**src/rtl/seqdet_pkg.sv**
```systemverilog
// Shared definitions for the serial status-frame detector:
// state encoding, default frame, phase width and the phase step helper.
package seqdet_pkg;

    // Alignment state machine encoding
    typedef enum logic [1:0] {
        SEARCH = 2'd0,
        VERIFY = 2'd1,
        LOCKED = 2'd2
    } seqdet_state_e;

    // Default frame: MSB is the first bit on the wire
    localparam int          DEF_PLEN    = 12;
    localparam logic [11:0] DEF_PATTERN = 12'b010001100110;

    // Width of the bit-index-within-frame counter
    localparam int PHASE_W = 4;

    // Advance the in-frame bit index, wrapping from the last bit back to 0
    function automatic logic [PHASE_W-1:0] phase_step(
        input logic [PHASE_W-1:0] phase,
        input logic [PHASE_W-1:0] last
    );
        return (phase == last) ? '0 : phase + PHASE_W'(1);
    endfunction

endpackage

```
**src/rtl/seqdet_popcount.sv**
```systemverilog
// Combinational population count of a W-bit vector.
// Used only when per-bit error weighting (SEQDET_BITERR_EN) is built in.
module seqdet_popcount #(
    parameter int W  = 12,
    parameter int CW = 4
) (
    input  logic [W-1:0]  bits,
    output logic [CW-1:0] count
);

    logic [W-1:0][CW-1:0] terms;

    genvar gi;
    generate
        for (gi = 0; gi < W; gi++) begin : g_term
            assign terms[gi] = CW'(bits[gi]);
        end
    endgenerate

    // Sum the zero-extended bit terms
    always_comb begin
        count = '0;
        for (int i = 0; i < W; i++) begin
            count = count + terms[i];
        end
    end

endmodule

```
**src/rtl/seq_pattern_detector.sv**
```systemverilog
// Serial frame detector: shifts in one bit per iTICK, hunts for PATTERN,
// acquires and holds frame alignment, reports lock/phase/error statistics.
// Optional macro SEQDET_BITERR_EN: a mismatching locked frame adds the
// number of wrong bits to the error counter instead of a flat 1.
module seq_pattern_detector
    import seqdet_pkg::*;
#(
    parameter int             PLEN     = DEF_PLEN,
    parameter logic [PLEN-1:0] PATTERN = PLEN'(DEF_PATTERN),
    parameter int             LOCK_CNT = 2,
    parameter int             LOSS_CNT = 3,
    parameter int             ERRW     = 8
) (
    input  logic               iCLK,
    input  logic               iRST_N,
    input  logic               iTICK,
    input  logic               iSIG,
    output logic               oMATCH,
    output logic               oFRAME,
    output logic               oLOCK,
    output logic [PHASE_W-1:0] oPHASE,
    output logic [ERRW-1:0]    oERRCNT
);

    localparam int GOOD_W = (LOCK_CNT < 2) ? 1 : $clog2(LOCK_CNT + 1);
    localparam int MISS_W = (LOSS_CNT < 2) ? 1 : $clog2(LOSS_CNT + 1);
    localparam int CNT_W  = $clog2(PLEN + 1);
    // One bit of headroom so the raw sum can be compared against saturation
    localparam int SUM_W  = ((ERRW > CNT_W) ? ERRW : CNT_W) + 1;

    localparam logic [GOOD_W-1:0]  LOCK_TGT   = GOOD_W'(LOCK_CNT);
    localparam logic [MISS_W-1:0]  LOSS_TGT   = MISS_W'(LOSS_CNT);
    localparam logic [PHASE_W-1:0] PHASE_LAST = PHASE_W'(PLEN - 1);
    localparam logic [SUM_W-1:0]   ERR_MAX    = {{(SUM_W-ERRW){1'b0}}, {ERRW{1'b1}}};

    seqdet_state_e     state_reg,  state_next;
    logic [PLEN-1:0]   window_reg, window_next;
    logic [PHASE_W-1:0] phase_reg, phase_next;
    logic [GOOD_W-1:0] good_reg,   good_next;
    logic [MISS_W-1:0] miss_reg,   miss_next;
    logic [ERRW-1:0]   err_reg,    err_next;
    logic              match_reg,  match_next;
    logic              frame_reg,  frame_next;

    // Shift-register view including the bit arriving this tick
    logic [PLEN-1:0]   window_tick;
    logic              hit;
    logic              at_boundary;
    logic [PHASE_W-1:0] phase_adv;
    logic [GOOD_W-1:0] good_inc;
    logic [MISS_W-1:0] miss_inc;
    logic [SUM_W-1:0]  err_inc;
    logic [SUM_W-1:0]  err_sum;
    logic [ERRW-1:0]   err_sat;

    assign window_tick = {window_reg[PLEN-2:0], iSIG};
    assign hit         = (window_tick == PATTERN);
    assign at_boundary = (phase_reg == PHASE_LAST);
    assign phase_adv   = phase_step(phase_reg, PHASE_LAST);
    assign good_inc    = good_reg + GOOD_W'(1);
    assign miss_inc    = miss_reg + MISS_W'(1);

`ifdef SEQDET_BITERR_EN
    logic [CNT_W-1:0] bit_errs;

    seqdet_popcount #(
        .W  (PLEN),
        .CW (CNT_W)
    ) u_popcount (
        .bits  (window_tick ^ PATTERN),
        .count (bit_errs)
    );

    assign err_inc = SUM_W'(bit_errs);
`else
    assign err_inc = SUM_W'(1);
`endif

    assign err_sum = SUM_W'(err_reg) + err_inc;
    assign err_sat = (err_sum > ERR_MAX) ? ERR_MAX[ERRW-1:0] : err_sum[ERRW-1:0];

    // Next-state logic: everything holds between ticks, pulses self-clear
    always_comb begin
        state_next  = state_reg;
        window_next = window_reg;
        phase_next  = phase_reg;
        good_next   = good_reg;
        miss_next   = miss_reg;
        err_next    = err_reg;
        match_next  = 1'b0;
        frame_next  = 1'b0;

        if (iTICK) begin
            window_next = window_tick;
            match_next  = hit;

            case (state_reg)
                SEARCH: begin
                    if (hit) begin
                        phase_next = '0;
                        good_next  = GOOD_W'(1);
                        if (LOCK_CNT <= 1) begin
                            state_next = LOCKED;
                            miss_next  = '0;
                        end else begin
                            state_next = VERIFY;
                        end
                    end
                end

                VERIFY: begin
                    phase_next = phase_adv;
                    // Only whole frames are compared; mid-frame windows are shifted data
                    if (at_boundary) begin
                        frame_next = 1'b1;
                        if (hit) begin
                            good_next = good_inc;
                            if (good_inc == LOCK_TGT) begin
                                state_next = LOCKED;
                                miss_next  = '0;
                            end
                        end else begin
                            state_next = SEARCH;
                            good_next  = '0;
                            phase_next = '0;
                        end
                    end
                end

                LOCKED: begin
                    phase_next = phase_adv;
                    if (at_boundary) begin
                        frame_next = 1'b1;
                        if (hit) begin
                            miss_next = '0;
                        end else begin
                            err_next = err_sat;
                            if (miss_inc == LOSS_TGT) begin
                                state_next = SEARCH;
                                phase_next = '0;
                                good_next  = '0;
                                miss_next  = '0;
                            end else begin
                                miss_next = miss_inc;
                            end
                        end
                    end
                end

                default: begin
                    state_next = SEARCH;
                    phase_next = '0;
                    good_next  = '0;
                    miss_next  = '0;
                end
            endcase
        end
    end

    // State register with synchronous active-low reset that overrides any tick
    always_ff @(posedge iCLK) begin
        if (!iRST_N) begin
            state_reg  <= SEARCH;
            window_reg <= '0;
            phase_reg  <= '0;
            good_reg   <= '0;
            miss_reg   <= '0;
            err_reg    <= '0;
            match_reg  <= 1'b0;
            frame_reg  <= 1'b0;
        end else begin
            state_reg  <= state_next;
            window_reg <= window_next;
            phase_reg  <= phase_next;
            good_reg   <= good_next;
            miss_reg   <= miss_next;
            err_reg    <= err_next;
            match_reg  <= match_next;
            frame_reg  <= frame_next;
        end
    end

    assign oMATCH  = match_reg;
    assign oFRAME  = frame_reg;
    assign oLOCK   = (state_reg == LOCKED);
    assign oPHASE  = phase_reg;
    assign oERRCNT = err_reg;

endmodule

```
**config.mk**
```make
export PLATFORM = sky130hd
export DESIGN_NAME = seq_pattern_detector
export DESIGN_NICKNAME = d
export VERILOG_FILES = /design/src/rtl/seqdet_pkg.sv /design/src/rtl/seqdet_popcount.sv /design/src/rtl/seq_pattern_detector.sv
export SDC_FILE = /design/constraint.sdc
export NUM_CORES = 1
export LEC_CHECK = 0
export CELL_PAD_IN_SITES_DETAIL_PLACEMENT = 0
export CELL_PAD_IN_SITES_GLOBAL_PLACEMENT = 1
export CORE_AREA = 3 3 68 70
export DETAILED_ROUTE_END_ITERATION = 8
export DIE_AREA = 0 0 71 73
export HOLD_SLACK_MARGIN = 0.03
export PLACE_DENSITY_LB_ADDON = 0.25
export SKIP_CTS_REPAIR_TIMING = 1
export SYNTH_ARGS = -nofsm -noshare
export SYNTH_HDL_FRONTEND = slang
export SYNTH_SLANG_ARGS = --single-unit
export TNS_END_PERCENT = 100
```
**constraint.sdc**
```tcl
create_clock -name iCLK -period 1.8 [get_ports iCLK]
set_input_delay 0.36 -clock iCLK [delete_from_list [all_inputs] [get_ports iCLK]]
set_output_delay 0.36 -clock iCLK [all_outputs]
set_load 0.005 [all_outputs]
```
==> impl_metrics.env <==
export IMPL_hold_path_class="primary input to register"
export IMPL_clock_path_buffers=2
export IMPL_worst_pin_slew_ns=0.280
export IMPL_start_util=0.374
export IMPL_diodes=0
export IMPL_crit_path_cell_trace="inv_1 > ha_1 > or2_4 > a21bo_4 > nor2_1 > buf_4 > nand4_1 > o22ai_1"
export IMPL_p_leak_nw=0.858
export IMPL_die_area_um2=5180
export IMPL_die_w_um=71
export IMPL_drt_wirelength_per_cell_um=13.3
export IMPL_io_buffers=18
export IMPL_timing_hold_ws_ns=0.362
export IMPL_rsz0062_at_grt="true"
export IMPL_p_sw_w=0.000293
export IMPL_core_um2=4030
export IMPL_fin_cells=264
export IMPL_slew_viol_final=0
export IMPL_run_status="finished clean"
export IMPL_power_internal_w=0.00116
export IMPL_drt_iter0_drc=42
export IMPL_syn_cell_area_um2=1510
export IMPL_fillers=401
export IMPL_synth_xor_area_frac=0
export IMPL_cts_made_buffers=5
export IMPL_crit_path_max_fanout=3
export IMPL_synth_edf_count=0
export IMPL_synth_adder_area_share=0.0581
export IMPL_setup_viol=0
export IMPL_worstSetupPathType="register to register"
export IMPL_ys_async_sr_fraction=0
export IMPL_cp_data_arrival_time_ns=1.93
export IMPL_p_sw_frac=0.202
export IMPL_fin_setup_tns_ns=0
export IMPL_synthDistinctLibCells=35
export IMPL_synth_top_family_by_area="simple AND/OR/NAND/NOR gates"
export IMPL_yosys_area_top_type_share=0.412
export IMPL_synth_area_per_cell_um2=8.87
export IMPL_antenna_found_initial=0
export IMPL_ant_nets=0
export IMPL_ys_flop_type="dfxtp_1"
export IMPL_seq_area_frac_synth=0.412
export IMPL_grt_max_degree=24
export IMPL_rows=23
export IMPL_drc=0
export IMPL_synthMuxAreaShare=0.106
export IMPL_path_buf_inv=2
export IMPL_yosysWarnings=0
export IMPL_chipHeight_um=73
export IMPL_place_area_um2=1850
export IMPL_synth_ff_latch_count=31
export IMPL_finalClockSkew_ns=0.00419
export IMPL_worstSetupEndpointType="register"
export IMPL_fin_crit_sh=0.957
export IMPL_comb_power_share=0.034
export IMPL_cts_root_buf="clkbuf_8"
export IMPL_path_clk_slew_ns=0.06
export IMPL_htree_num_levels=2
export IMPL_grt_pass1_vias=1214
export IMPL_synth_compound_area_share=0.133
export IMPL_layout_drive_gt1_share=0.271
export IMPL_routed_via_density=5.10
export IMPL_syn_nets=181
export IMPL_cap_violations=0
export IMPL_cp_slowest_cell="dfxtp_2"
export IMPL_finalHoldViolations=0
export IMPL_synthCells=170
export IMPL_clock_latency_ns=0.28
export IMPL_finalInstanceArea_um2=2120
export IMPL_clock_power_share=0.490
export IMPL_fin_crit_ns=1.72
export IMPL_cts_sinks=31
export IMPL_dp_hpwl_um=2420
export IMPL_area_growth_syn_to_layout_pct=40.7
export IMPL_crit_family="simple AND/OR/NAND/NOR gates"
export IMPL_drtPass1Iterations=4
export IMPL_grt_pass1_wl_um=5580
export IMPL_cp_data_required_time_ns=2.01
export IMPL_gp_congestion=0.761
export IMPL_synthSimpleGateAreaFrac=0.246
export IMPL_overflow=0
export IMPL_slew_headroom=0.813
export IMPL_vias=1346
export IMPL_crit_path_max_incr_delay_ns=0.36
export IMPL_grt_usage=0.134
export IMPL_power_density_nw_per_um2=684
export IMPL_critPathLaunchType="register"
export IMPL_ioPinCount=19
export IMPL_ir_drop_mv=0.537
export IMPL_clock_fmax_mhz=580
export IMPL_synth_area_leaders="dfxtp_1 (41%), mux2i_1 (11%), ha_1 (5.8%)"
export IMPL_drt_wl_total_um=3510
export IMPL_finalNetCount=224
export IMPL_yosysTopAreaCell="dfxtp_1"
export IMPL_largest_reg_flops=11
export IMPL_power_frac_seq=0.476
export IMPL_dp_cells=250
export IMPL_cts_tree="done"
## final timing paths
kind / startpoint / to / slack [ns] / cells after the start
max: state_reg[1] / miss_reg[1] / 0.08 / 8
min: iSIG / window_reg[0] / 0.36 / 3
max reg2reg: state_reg[1] / miss_reg[1] / 0.08 / 8
min reg2reg: good_reg[1] / good_reg[1] / 0.47 / 2
## power by group through the flow
stage	registers [W]	logic [W]	clock network, W
2_1_floorplan	0.000706	0.0000307	0
3_3_place_gp	0.000706	0.0000454	0
3_5_place_dp	0.000706	0.0000466	0
4_1_cts	0.000691	0.0000469	0.000733
5_1_grt	0.000690	0.0000522	0.000759
6_report	0.000691	0.0000487	0.000711
## routing by layer
metal / wire [um] / up-vias / track usage
met5: 0 / - / 0
met4: 48 / 0 / 0.0501
met3: 130 / 7 / 0.0386
met2: 1620 / 22 / 0.204
met1: 1710 / 636 / 0.181
li1: - / 681 / -
## worst register-to-register path, delay by kind of cell, from the launching register on
family | cells | cell delay (ns)
buf+inv | 2 | 0.20
flops | 1 | 0.36
compound gates | 2 | 0.40
simple gates | 3 | 0.49
fa+ha+maj | 1 | 0.20
## metrics by stage
step                total power (W)  worst slack, ns   util
floorplan                  0.000736           0.0492      -
global placement           0.000752           -0.303  0.460
detailed placement         0.000753           -0.306  0.460
CTS                         0.00147          -0.0813  0.489
global route                0.00150          -0.0294  0.526
finish                      0.00145           0.0769  0.526
## kinds of logic after synthesis
family                   after synthesis
AO/OA/AOI/OAI                         30
adder cells (fa/ha/maj)                7
buffers and inverters                 16
flip-flops                            31
multiplexers                          16
AND/OR/NAND/NOR                       70
## Yosys cell counts, drive strengths merged, types with 2 or more instances
| cell type | number |
|---|---|
| dfxtp | 31 |
| nor2 | 22 |
| nand2 | 18 |
| mux2i | 16 |
| a21oi | 11 |
| inv | 10 |
| ha | 7 |
| nand3 | 7 |
| o21ai | 7 |
| a311oi | 4 |
| buf | 3 |
| clkbuf | 3 |
| nand2b | 3 |
| or3 | 3 |
| or4 | 3 |
| a211oi | 2 |
| and3 | 2 |
| and4bb | 2 |
| nand4 | 2 |
| nor3 | 2 |
| o22ai | 2 |
## placed cells by master, fill, tap and decap left out, types with 5 or more instances in the layout
| cell type | count |
|---|---|
| dfxtp_1 | 26 |
| nor2_1 | 22 |
| buf_4 | 21 |
| nand2_1 | 17 |
| mux2i_1 | 16 |
| clkdlybuf4s50_1 | 15 |
| a21oi_1 | 10 |
| inv_1 | 9 |
| nand3_1 | 7 |
| o21ai_0 | 6 |
| clkbuf_8 | 6 |
| dfxtp_2 | 5 |
## cell type report
type | instances | area [um2] | share of cell area
multi-input combinational | 123 | 903 | 0.426
tap | 50 | 62.6 | 0.0295
clock buffer | 6 | 82.6 | 0.0389
clock inverter | 2 | 35.0 | 0.0165
sequential | 31 | 627 | 0.296
inverter | 10 | 37.5 | 0.0177
timing repair buffer | 42 | 373 | 0.176
(Power assumes the default switching activity.)
